<file path="src/rtl/lock_input_conditioner.sv">
// lock_input_conditioner
//   Front-end for the password-lock FSM. Synchronises the two raw buttons and
//   the code switches, debounces the buttons and emits one-cycle pulses on
//   accepted releases. Each pulse comes with a stable code snapshot.
//   A holdoff window after every pulse drops later releases.
//
// Ports
//   clk            system clock, rising edge
//   rst            synchronous active-high reset
//   btn_set_raw    raw set-password button (async)
//   btn_enter_raw  raw enter button (async)
//   code_raw[6:0]  raw code switches (async)
//   set_pulse      1-cycle pulse on accepted set release
//   enter_pulse    1-cycle pulse on accepted enter release
//   code_out[6:0]  code captured with the most recent pulse
//   set_level      debounced set level
//   enter_level    debounced enter level
//   collision      1-cycle flag: both releases accepted together

// lock_debounce
//   Debounces one synchronised button. The level changes only after the
//   input has held the new value for DEBOUNCE_CYCLES consecutive samples.
//   release_evt is combinational and is high during the cycle whose edge
//   moves the FSM from PEND_LOW to LOW; the parent registers it.
//
//   state     | meaning
//   ----------+-----------------------------------------------
//   LOW       | stable released, level=0
//   PEND_HIGH | input high, counting towards accepting a press
//   HIGH      | stable pressed, level=1
//   PEND_LOW  | input low, counting towards accepting a release
module lock_debounce #(
  parameter logic [15:0] DEBOUNCE_CYCLES = 16'd1000
) (
  input  logic clk,
  input  logic rst,
  input  logic sync_in,
  output logic level,
  output logic release_evt
);

  typedef enum logic [1:0] {
    S_LOW       = 2'd0,
    S_PEND_HIGH = 2'd1,
    S_HIGH      = 2'd2,
    S_PEND_LOW  = 2'd3
  } state_t;

  // With a debounce of one cycle the first differing sample is accepted
  // directly, skipping the pending state.
  localparam bit          FAST = (DEBOUNCE_CYCLES <= 16'd1);
  localparam logic [15:0] LAST = FAST ? 16'd0 : DEBOUNCE_CYCLES - 16'd1;

  state_t      state_q, state_d;
  logic [15:0] cnt_q, cnt_d;
  logic        level_q, level_d;
  logic        done;
  logic [15:0] cnt_inc;

  assign done    = (cnt_q >= LAST);
  assign cnt_inc = (cnt_q == 16'hFFFF) ? cnt_q : cnt_q + 16'd1;

  always_comb begin
    state_d     = state_q;
    cnt_d       = cnt_q;
    level_d     = level_q;
    release_evt = 1'b0;
    case (state_q)
      S_LOW: begin
        if (sync_in) begin
          if (FAST) begin
            state_d = S_HIGH;
            level_d = 1'b1;
            cnt_d   = 16'd0;
          end else begin
            state_d = S_PEND_HIGH;
            cnt_d   = 16'd1;
          end
        end
      end
      S_PEND_HIGH: begin
        if (!sync_in) begin
          state_d = S_LOW;
          cnt_d   = 16'd0;
        end else if (done) begin
          state_d = S_HIGH;
          level_d = 1'b1;
          cnt_d   = 16'd0;
        end else begin
          cnt_d = cnt_inc;
        end
      end
      S_HIGH: begin
        if (!sync_in) begin
          if (FAST) begin
            state_d     = S_LOW;
            level_d     = 1'b0;
            cnt_d       = 16'd0;
            release_evt = 1'b1;
          end else begin
            state_d = S_PEND_LOW;
            cnt_d   = 16'd1;
          end
        end
      end
      S_PEND_LOW: begin
        if (sync_in) begin
          state_d = S_HIGH;
          cnt_d   = 16'd0;
        end else if (done) begin
          state_d     = S_LOW;
          level_d     = 1'b0;
          cnt_d       = 16'd0;
          release_evt = 1'b1;
        end else begin
          cnt_d = cnt_inc;
        end
      end
      default: begin
        state_d = S_LOW;
        cnt_d   = 16'd0;
        level_d = 1'b0;
      end
    endcase
  end

  always_ff @(posedge clk) begin
    if (rst) begin
      state_q <= S_LOW;
      cnt_q   <= 16'd0;
      level_q <= 1'b0;
    end else begin
      state_q <= state_d;
      cnt_q   <= cnt_d;
      level_q <= level_d;
    end
  end

  assign level = level_q;

endmodule

module lock_input_conditioner #(
  parameter logic [15:0] DEBOUNCE_CYCLES = 16'd1000,
  parameter logic [15:0] HOLDOFF_CYCLES  = 16'd100
) (
  input  logic       clk,
  input  logic       rst,
  input  logic       btn_set_raw,
  input  logic       btn_enter_raw,
  input  logic [6:0] code_raw,
  output logic       set_pulse,
  output logic       enter_pulse,
  output logic [6:0] code_out,
  output logic       set_level,
  output logic       enter_level,
  output logic       collision
);

  logic       set_s1_q, set_s2_q;
  logic       enter_s1_q, enter_s2_q;
  logic [6:0] code_s1_q, code_s2_q;

  always_ff @(posedge clk) begin
    if (rst) begin
      set_s1_q   <= 1'b0;
      set_s2_q   <= 1'b0;
      enter_s1_q <= 1'b0;
      enter_s2_q <= 1'b0;
      code_s1_q  <= 7'd0;
      code_s2_q  <= 7'd0;
    end else begin
      set_s1_q   <= btn_set_raw;
      set_s2_q   <= set_s1_q;
      enter_s1_q <= btn_enter_raw;
      enter_s2_q <= enter_s1_q;
      code_s1_q  <= code_raw;
      code_s2_q  <= code_s1_q;
    end
  end

  logic set_rel, enter_rel;

  lock_debounce #(.DEBOUNCE_CYCLES(DEBOUNCE_CYCLES)) u_deb_set (
    .clk         (clk),
    .rst         (rst),
    .sync_in     (set_s2_q),
    .level       (set_level),
    .release_evt (set_rel)
  );

  lock_debounce #(.DEBOUNCE_CYCLES(DEBOUNCE_CYCLES)) u_deb_enter (
    .clk         (clk),
    .rst         (rst),
    .sync_in     (enter_s2_q),
    .level       (enter_level),
    .release_evt (enter_rel)
  );

  logic        set_pulse_q, set_pulse_d;
  logic        enter_pulse_q, enter_pulse_d;
  logic        collision_q, collision_d;
  logic [6:0]  code_q, code_d;
  logic [15:0] hold_q, hold_d;
  logic        hold_free;
  logic        emit;

  always_comb begin
    hold_free     = (hold_q == 16'd0);
    // Enter has priority; a simultaneous set release is folded into the
    // same pulse and only flagged via collision.
    enter_pulse_d = enter_rel & hold_free;
    set_pulse_d   = set_rel & ~enter_rel & hold_free;
    collision_d   = set_rel & enter_rel & hold_free;
    emit          = enter_pulse_d | set_pulse_d;
    code_d        = emit ? code_s2_q : code_q;
    if (emit) begin
      hold_d = HOLDOFF_CYCLES;
    end else if (!hold_free) begin
      hold_d = hold_q - 16'd1;
    end else begin
      hold_d = hold_q;
    end
  end

  always_ff @(posedge clk) begin
    if (rst) begin
      set_pulse_q   <= 1'b0;
      enter_pulse_q <= 1'b0;
      collision_q   <= 1'b0;
      code_q        <= 7'd0;
      hold_q        <= 16'd0;
    end else begin
      set_pulse_q   <= set_pulse_d;
      enter_pulse_q <= enter_pulse_d;
      collision_q   <= collision_d;
      code_q        <= code_d;
      hold_q        <= hold_d;
    end
  end

  assign set_pulse   = set_pulse_q;
  assign enter_pulse = enter_pulse_q;
  assign collision   = collision_q;
  assign code_out    = code_q;

endmodule

</file>
<file path="config.mk">
export PLATFORM = sky130hd
export DESIGN_NAME = lock_input_conditioner
export DESIGN_NICKNAME = d
export VERILOG_FILES = /design/src/rtl/lock_input_conditioner.sv
export SDC_FILE = /design/constraint.sdc
export NUM_CORES = 1
export LEC_CHECK = 0
export ABC_AREA = 1
export ABC_CLOCK_PERIOD_IN_PS = 1920
export CAP_MARGIN = 5
export CELL_PAD_IN_SITES_DETAIL_PLACEMENT = 1
export CELL_PAD_IN_SITES_GLOBAL_PLACEMENT = 2
export CORE_MARGIN = 1
export CORE_UTILIZATION = 28
export DETAILED_ROUTE_END_ITERATION = 7
export DONT_BUFFER_PORTS = 1
export PLACE_DENSITY_LB_ADDON = 0.1
export SLEW_MARGIN = 15
export SYNTH_ARGS = -nofsm -noshare
export SYNTH_HDL_FRONTEND = slang
export SYNTH_SLANG_ARGS = --single-unit
</file>
<file path="constraint.sdc">
create_clock -name clk -period 1.92 [get_ports clk]
set_clock_uncertainty 0.2 [all_clocks]
set_input_delay 0.192 -clock clk [delete_from_list [all_inputs] [get_ports clk]]
set_output_delay 0.192 -clock clk [all_outputs]
set_load 0.1 [all_outputs]
</file>
* Word level (Yosys, flattened, before mapping)
Index checks and enable logic that the tools add are counted.
** Word-level totals
- ROM bits :: 0
- Latch bits :: 0
- Memories kept :: 0
- Output and inout port bits :: 12
- Bits in writable memories :: 0
- Bits in registers :: 82
** Operators by class
- Reduce and logical (&&, ||, !) cells :: 12
- Magnitude comparators :: 2
- Multiplexer cells :: 46
- $add $sub $neg :: 3
- Multiply operators :: 0
- Shift-type cells :: 0
- Equality and inequality tests :: 25
- Bitwise gates (word level) :: 7
- Div/mod/pow operators :: 0
** Operators with widths (number)
- 16-bit two-way mux :: 12
- 16-bit one-hot mux with 4 select lines :: 2
- 16-bit by 1-bit adder with 16-bit output, second input constant :: 2
- 16-bit == test, second input constant :: 2
- 16-bit by 10-bit >= comparator with 1-bit output, second input constant :: 2
- 2-bit two-way mux :: 12
- 16-bit zero test :: 1
- 2-bit inequality test, second input constant :: 8
- 2-bit one-hot mux with 4 select lines :: 2
- 16-bit by 1-bit subtractor with 16-bit output, second input constant :: 1
- 1-bit two-way mux :: 14
- 7-bit two-way mux :: 2
- 3-bit by 2-bit inequality test with 1-bit output, second input constant :: 4
- 2-bit by 1-bit inequality test with 1-bit output, second input constant :: 5
- 5-bit AND reduction :: 2
- 2-bit == test, second input constant :: 4
- 4-bit AND reduction :: 2
- 1-bit AND :: 5
- 2-bit by 1-bit == test with 1-bit output, second input constant :: 2
- 2-bit zero test :: 2
- 1-bit one-hot mux with 2 select lines :: 2
- 2-bit AND reduction :: 2
- 2-bit nonzero test :: 2
- 2-bit OR reduction :: 1
- other kinds (2) :: 2

* Depth between registers and ports, before layout
Gate-level depths: netlist of run 1.
- Depth after elaboration :: 9
- Mapped depth :: 11
- Gate-level depth less buffers :: 11

* Modules after synthesis
Synthesis of run 1 repeated with hierarchy kept, for this count alone.
** Second synthesis, totals
- Cells, all modules :: 575
- Area total of the unflattened synthesis :: 3925.0 um^2
** Modules (own cells, without submodules)
- lock_debounce :: area an instance 1061.0 um^2, cells an instance 162, instances 2, sequential area each 380.4 um^2
- lock_input_conditioner :: area an instance 1803.0 um^2, cells an instance 251, instances 1, sequential area each 880.8 um^2

* Worst setup path after synthesis of run 1
No wires, ideal clock.
- Path kind :: register to register
- Start :: reg hold_q[0]
- End :: reg hold_q[12]
- Clock period less this slack :: 1.745 ns
- Cell stages (with the launch flop) :: 11
- Arrival :: 1.430 ns
- Required time :: 1.605 ns
- Setup time :: 0.115 ns
- Path slack :: 0.175 ns
- Cells stage by stage :: dfxtp_1 > inv_1 > ha_1 > nand2_1 > inv_1 > nand3_2 > inv_2 > nand3_1 > nand3_1 > buf_6 > nor2_1
** On the way
- Longest elaborated chain between the ends :: 4
** RTL lines
- start: declaration :: RTL line 204 : logic [15:0] hold_q, hold_d;
- start signal: assignment :: RTL line 238 : hold_q <= hold_d;
- branches (longest 4 deep; another with 16-bit by 1-bit subtractor with 16-bit output)
Several ways; the timed one is not identified.
A chain may end at the register's enable or synchronous reset.

==> flow_summary.ini, run 1 <==
[status]
status = complete, no violations

[grt]
grt_pass1_wl_um = 15700
antenna_found_initial = 0
overflow = 0
grt_usage_pct = 15.3
grt_pass1_vias = 3199
grt_max_degree = 49

[timing]
worst_pin_slew_ns = 0.380
slew_headroom_pct = 74.5
setup_viol = 0
layout_setup_ws_ns = 0.0800
hold_viol = 0
slew_violations = 0
fin_crit_ns = 1.84
min_period_over_period_pct = 95.8
fmax_mhz = 543
tns_ns = 0
worst_hold_slack_ns = 0.197

[placed_design]
hpwl_um = 6610
io_buffers = 0
place_congestion = 0.761
placed_cells = 726
post_dp_cell_area_um2 = 4120
pre_cts_ws_ns = -0.245

[die]
fp.dieH_um = 116
dieArea_um2 = 13500
rows = 41
core_area_um2 = 12700
start_util_pct = 28.8
pin_count = 23
die_w_um = 116

[power]
power_frac_clock_pct = 36.8
p_leak_nw = 2.09
finalPower_mw = 5.55
ir_drop_mv = 0.741
pwr-share-comb_pct = 27.9
power.switching_mw = 1.77
intPower_mw = 3.77
swShare_pct = 32.0
p_per_area_nw_per_um2 = 1180
seq_power_share_pct = 35.3

[cells_and_area]
fillers = 1627
fin_nets = 593
regArea_um2 = 1640
final_common_cell = nand2_1
multi_input_area_um2 = 1730
drive_above_1_share_pct = 15.2
mostFrequentLayoutCells = nand2_1 (124), nor2_1 (107), dfxtp_1 (80), inv_1 (71), buf_4 (34)
finalCoreUtilization_pct = 37.1
n_antenna_cell = 0
stdcell_count = 756
area_growth_pct = 29.0
stdcell_area_um2 = 4700

[setup_path]
cp_max_fo = 4
cp_data_arrival_time_ns = 1.87
crit_type = flip-flop to flip-flop
crit_chain = ha_2 > nand2_4 > nand2_1 > nand3_2 > nand2_2 > buf_4 > nor2_4 > inv_1 > nand2_1 > inv_1 > nor2_1 > nor2_1
cp.required_ns = 1.95
critPathCaptureType = flip-flop
start_kind = flip-flop
path_buf_inv = 3
worst_path_dominant_cell_family = simple AND/OR/NAND/NOR gates
slowest_stage = dfxtp_1
cpPeakStageDelay_ns = 0.33

[synth]
synth_warnings = 0
netlist_area_um2 = 3650
synth_cell_types = 31
async_reset_ff_share_pct = 0
synth_edf_count = 0
synth.avg_cell_area_um2 = 6.88
syn_inst = 530
synth_seq_cells = 82
synth_flop_cell = dfxtp_1
synth_fp_nets = 544
ys_seq_area_share_pct = 45.0

[routing]
antenna_left = 0
remaining_drc_errors = 0
viasPerCell = 4.37
drt_iter0_drc = 102
drt_pass1_iterations = 6
wl_um = 9550
post_drt_wl_per_cell_um = 12.6
num_vias = 3305

[clocking]
numCtsBuffers = 9
cts_buffer_depth = 2
htree_num_levels = 3
clk_latency_ns = 0.34
clkTransAtPathRegs_ns = 0.06
cts_tree = yes
cts_sinks = 82
cts_root_buffer = clkbuf_16

[flow_run]
maxCapViolations = 0

[hold_path]
hp-class = flip-flop to flip-flop
-- layout make-up --
| type | count | area share [%] |
|---|---|---|
| Tap cell | 172 | 4.58 |
| Clock buffer | 10 | 5.08 |
| Clock inverter | 6 | 2.42 |
| Inverter | 79 | 6.30 |
| Multi-Input combinational cell | 357 | 36.7 |
| Sequential cell | 82 | 35.0 |
| Timing Repair Buffer | 50 | 9.92 |
-- synth_stat cells (3+ instances only) --
master | n | area, µm²
inv_2 | 6 | 22.5
clkbuf_1 | 7 | 26.3
nand4_1 | 4 | 25.0
nor2_1 | 112 | 420
nor3_1 | 22 | 110
dfxtp_1 | 82 | 1640
nand2_1 | 128 | 480
ha_1 | 3 | 37.5
xor2_1 | 9 | 78.8
nand3_1 | 21 | 105
inv_1 | 72 | 270
o21ai_0 | 9 | 45.0
a21oi_1 | 21 | 105
xnor2_1 | 7 | 61.3
-- worst reg2reg max path, cell delays in order (launching register included) --
cell and delay, ns:
dfxtp_1 0.33, ha_2 0.21, nand2_4 0.08, nand2_1 0.07
nand3_2 0.09, nand2_2 0.08, buf_4 0.15, nor2_4 0.14
inv_1 0.07, nand2_1 0.08, inv_1 0.07, nor2_1 0.11
nor2_1 0.06
-- routing by layer --
layer | track usage, % | up-vias | wire length, µm
li1 | - | 1726 | -
met1 | 18.5 | 1549 | 4460
met2 | 26.2 | 23 | 4730
met3 | 4.57 | 7 | 255
met4 | 4.62 | 0 | 103
met5 | 0 | - | 0
-- final timing paths --
check	start	end	slack [ns]	depth (start not counted)
setup / recovery	u_deb_set.cnt_q[0]$_SDFFE_PP0P_	flip-flop	0.08	12
hold reg to reg	code_s1_q[3]$_SDFF_PP0_	code_s2_q[3]$_SDFF_PP0_	0.20	2
hold / removal	code_s1_q[3]$_SDFF_PP0_	code_s2_q[3]$_SDFF_PP0_	0.20	2
setup reg to reg	u_deb_set.cnt_q[0]$_SDFFE_PP0P_	flip-flop	0.08	12
-- cell families (layout without fill, tap and decap cells) --
logic type / count (synthesis) / in the layout / synth area share, %
compound gates: 40 / 40 / 6.21
buf+inv: 91 / 145 / 9.85
xor+xnor: 16 / 16 / 3.84
fa+ha+maj: 3 / 3 / 1.03
simple gates: 298 / 298 / 34.0
flops: 82 / 82 / 45.0
-- state kept, by name, indices dropped and copies added (netlist names), 7 cells and up, named ones only --
| name | count |
|---|---|
| u_deb_enter.cnt_q | 16 |
| code_out | 7 |
| hold_q | 16 |
| code_s1_q | 7 |
| code_s2_q | 7 |
| u_deb_set.cnt_q | 16 |
-- power by group through the flow --
stage / Clock, mW / Sequential [mW] / Combinational, mW
floorplan: 0 / 1.97 / 0.993
finish: 2.04 / 1.96 / 1.54
CTS: 2.11 / 1.96 / 1.44
detailed placement: 0 / 1.99 / 1.37
global route: 2.17 / 1.98 / 1.75
global placement: 0 / 1.99 / 1.33
-- what timing repair did --
| item | in CTS | in global routing |
|---|---|---|
| setup buffers | 0 | 2 |
| gates cloned | 0 | 1 |
| gates resized for setup | 5 | 21 |
| setup endpoints to repair | 22 | 37 |
| pin swaps | 0 | 3 |
| endpoints found under the hold margin | 49 | 0 |
| hold buffers | 11 | 0 |
Power figures use the tool's default switching activity.
==> inputs of run 2 (changes only) <==
--- a/config.mk
+++ b/config.mk
@@ -10,7 +10,7 @@
 export CAP_MARGIN = 5
 export CELL_PAD_IN_SITES_DETAIL_PLACEMENT = 1
 export CELL_PAD_IN_SITES_GLOBAL_PLACEMENT = 2
-export CORE_MARGIN = 1
+export CORE_MARGIN = 5
 export CORE_UTILIZATION = 28
 export DETAILED_ROUTE_END_ITERATION = 7
 export DONT_BUFFER_PORTS = 1
==> run 2 against run 1 <==
Global-route usage down 2.1 points. Sequential power about the same. Utilization down 0.82 points. Sequential share of layout area up 0.76 points. Critical path depth unchanged. Final area down 2.2%. Final cell count up 0.13%. Sequential cell count unchanged. Register-to-register slack better by 0.05 ns. Largest power group is now sequential cells. Combinational power down 8%.
==> flow_summary.ini, run 2 (synthesis results as in run 1) <==
[die]
fp.dieH_um = 124
core_area_um2 = 12700
start_util_pct = 28.8
pin_count = 23
dieArea_um2 = 15400
die_w_um = 124
rows = 41

[status]
status = complete, no violations

[power]
pwr-share-comb_pct = 28.2
intPower_mw = 3.31
power_frac_clock_pct = 32.7
power.switching_mw = 1.71
ir_drop_mv = 0.435
p_per_area_nw_per_um2 = 1090
finalPower_mw = 5.02
seq_power_share_pct = 39.1
p_leak_nw = 2.05
swShare_pct = 34.0

[routing]
antenna_left = 0
num_vias = 3285
wl_um = 9460
drt_iter0_drc = 64
remaining_drc_errors = 0
viasPerCell = 4.34
drt_pass1_iterations = 4
post_drt_wl_per_cell_um = 12.5

[hold_path]
hp-class = input pin to flip-flop
whs_endpoint = u_deb_set.cnt_q[6]$_SDFFE_PP0P_
hp-start = rst
worstHoldPathCells = 3

[setup_path]
cp_data_arrival_time_ns = 1.88
cp_max_fo = 5
r2r_end = u_deb_set.cnt_q[3]$_SDFFE_PP0P_
cp.required_ns = 2.01
worst_r2r_path_depth = 12
critPathCaptureType = flip-flop
crit_type = flip-flop to flip-flop
r2r_slack_ns = 0.13
start_kind = flip-flop
worstReg2RegStart = u_deb_set.cnt_q[0]$_SDFFE_PP0P_

[cells_and_area]
drive_above_1_share_pct = 14.7
fillers = 1620
fin_nets = 594
area_growth_pct = 26.1
reg_top3 = hold_q x16, u_deb_enter.cnt_q x16, u_deb_set.cnt_q x16
mostFrequentLayoutCells = nand2_1 (125), nor2_1 (109), dfxtp_1 (81), inv_1 (71), buf_4 (35)
n_antenna_cell = 0
final_common_cell = nand2_1
stdcell_count = 757

[placed_design]
io_buffers = 0
pre_cts_ws_ns = 0.0275
hpwl_um = 6780
placed_cells = 726
place_congestion = 0.725

[timing]
fmax_mhz = 559
layout_setup_ws_ns = 0.132
setup_viol = 0
hold_viol = 0
slew_violations = 0
min_period_over_period_pct = 93.1
slew_headroom_pct = 74.2
fin_crit_ns = 1.79
worst_pin_slew_ns = 0.383

[clocking]
numCtsBuffers = 9
clk_latency_ns = 0.35
clkTransAtPathRegs_ns = 0.06
htree_num_levels = 3
cts_sinks = 82
cts_root_buffer = clkbuf_16
cts_buffer_depth = 2
cts_tree = yes

[grt]
grt_max_degree = 48
met3_usage_pct = 2.54
overflow = 0
grt_pass1_wl_um = 15700
grt_pass1_vias = 3338
grtUsageMet2_pct = 22.3
grt_usage_pct = 13.2
met1_usage_pct = 16.0
antenna_found_initial = 0
busiest_layer = met2

[flow_run]
maxCapViolations = 0
## run 2: changes by cell type in the layout (fill, tap and decap cells not counted), sizes merged
cell / change
buf: +1
clkinv: +2
clkbuf: -1
bufinv: -3
inv: +2
## run 2: power groups by stage
stage	sequential, mW	combinational (mW)	clock (mW)
floorplan	1.97	0.993	0
global placement	2.00	1.35	0
detailed placement	2.00	1.36	0
CTS	1.96	1.41	1.72
global route	1.98	1.64	1.78
finish	1.96	1.42	1.64
## run 2: worst max-delay path by stage
stage                                                 start                              end  slack [ns]  cells past startpoint
after floorplan                      hold_q[0]$_SDFFE_PP0P_          hold_q[12]$_SDFFE_PP0P_        0.17                     10
after CTS                 u_deb_enter.cnt_q[1]$_SDFFE_PP0P_             collision$_SDFF_PP0_       0.004                     10
after global routing        u_deb_set.cnt_q[0]$_SDFFE_PP0P_  u_deb_set.cnt_q[6]$_SDFFE_PP0P_       -0.01                     12
after detailed placement  u_deb_enter.cnt_q[1]$_SDFFE_PP0P_           hold_q[3]$_SDFFE_PP0P_        0.03                     11
after global placement    u_deb_enter.cnt_q[1]$_SDFFE_PP0P_             collision$_SDFF_PP0_        0.04                     10
final                       u_deb_set.cnt_q[0]$_SDFFE_PP0P_  u_deb_set.cnt_q[3]$_SDFFE_PP0P_        0.13                     12
## run 2: worst max-delay path: stages (launching register included)
cell and delay (ns):
dfxtp_1 0.31, ha_2 0.20, nand2_4 0.07, nand2_1 0.05
nand3_1 0.07, nand2_1 0.09, buf_4 0.16, nor2_4 0.15
buf_6 0.15, nand2_1 0.07, o211ai_1 0.09, nand2_1 0.07
inv_1 0.05
## run 2: final cells by class
cell class                      count  area [µm²]  share of cell area (%)
Clock buffer                        9         225                    4.90
Multi-Input combinational cell    357        1690                    36.8
Inverter                           79         297                    6.45
Clock inverter                      7        51.3                    1.12
Tap cell                          172         215                    4.68
Sequential cell                    82        1640                    35.7
Timing Repair Buffer               51         474                    10.3
## run 2: stage by stage
step                      cell area [µm²]  setup TNS, ns  utilization, %  hold slack, ns
final                                4600              0            36.3        0.000841
after global routing                 4600        -0.0244            36.3          0.0389
after CTS                            4520              0            35.6         0.00193
after detailed placement             4120              0            32.5          0.0707
after global placement               4120              0            32.5          0.0669
after floorplan                      3650              0               -          0.0990
## run 2: metal layers
| layer | up-vias | wire [µm] |
|---|---|---|
| met4 | 0 | 197 |
| met1 | 1524 | 4500 |
| met3 | 13 | 196 |
| li1 | 1725 | - |
| met5 | - | 0 |
| met2 | 23 | 4560 |
## run 2: repair_timing
item	CTS	global route
setup buffers	0	3
endpoints found under the setup margin	0	38
hold buffers	11	0
gates resized for setup	0	17
hold endpoints to repair	47	0
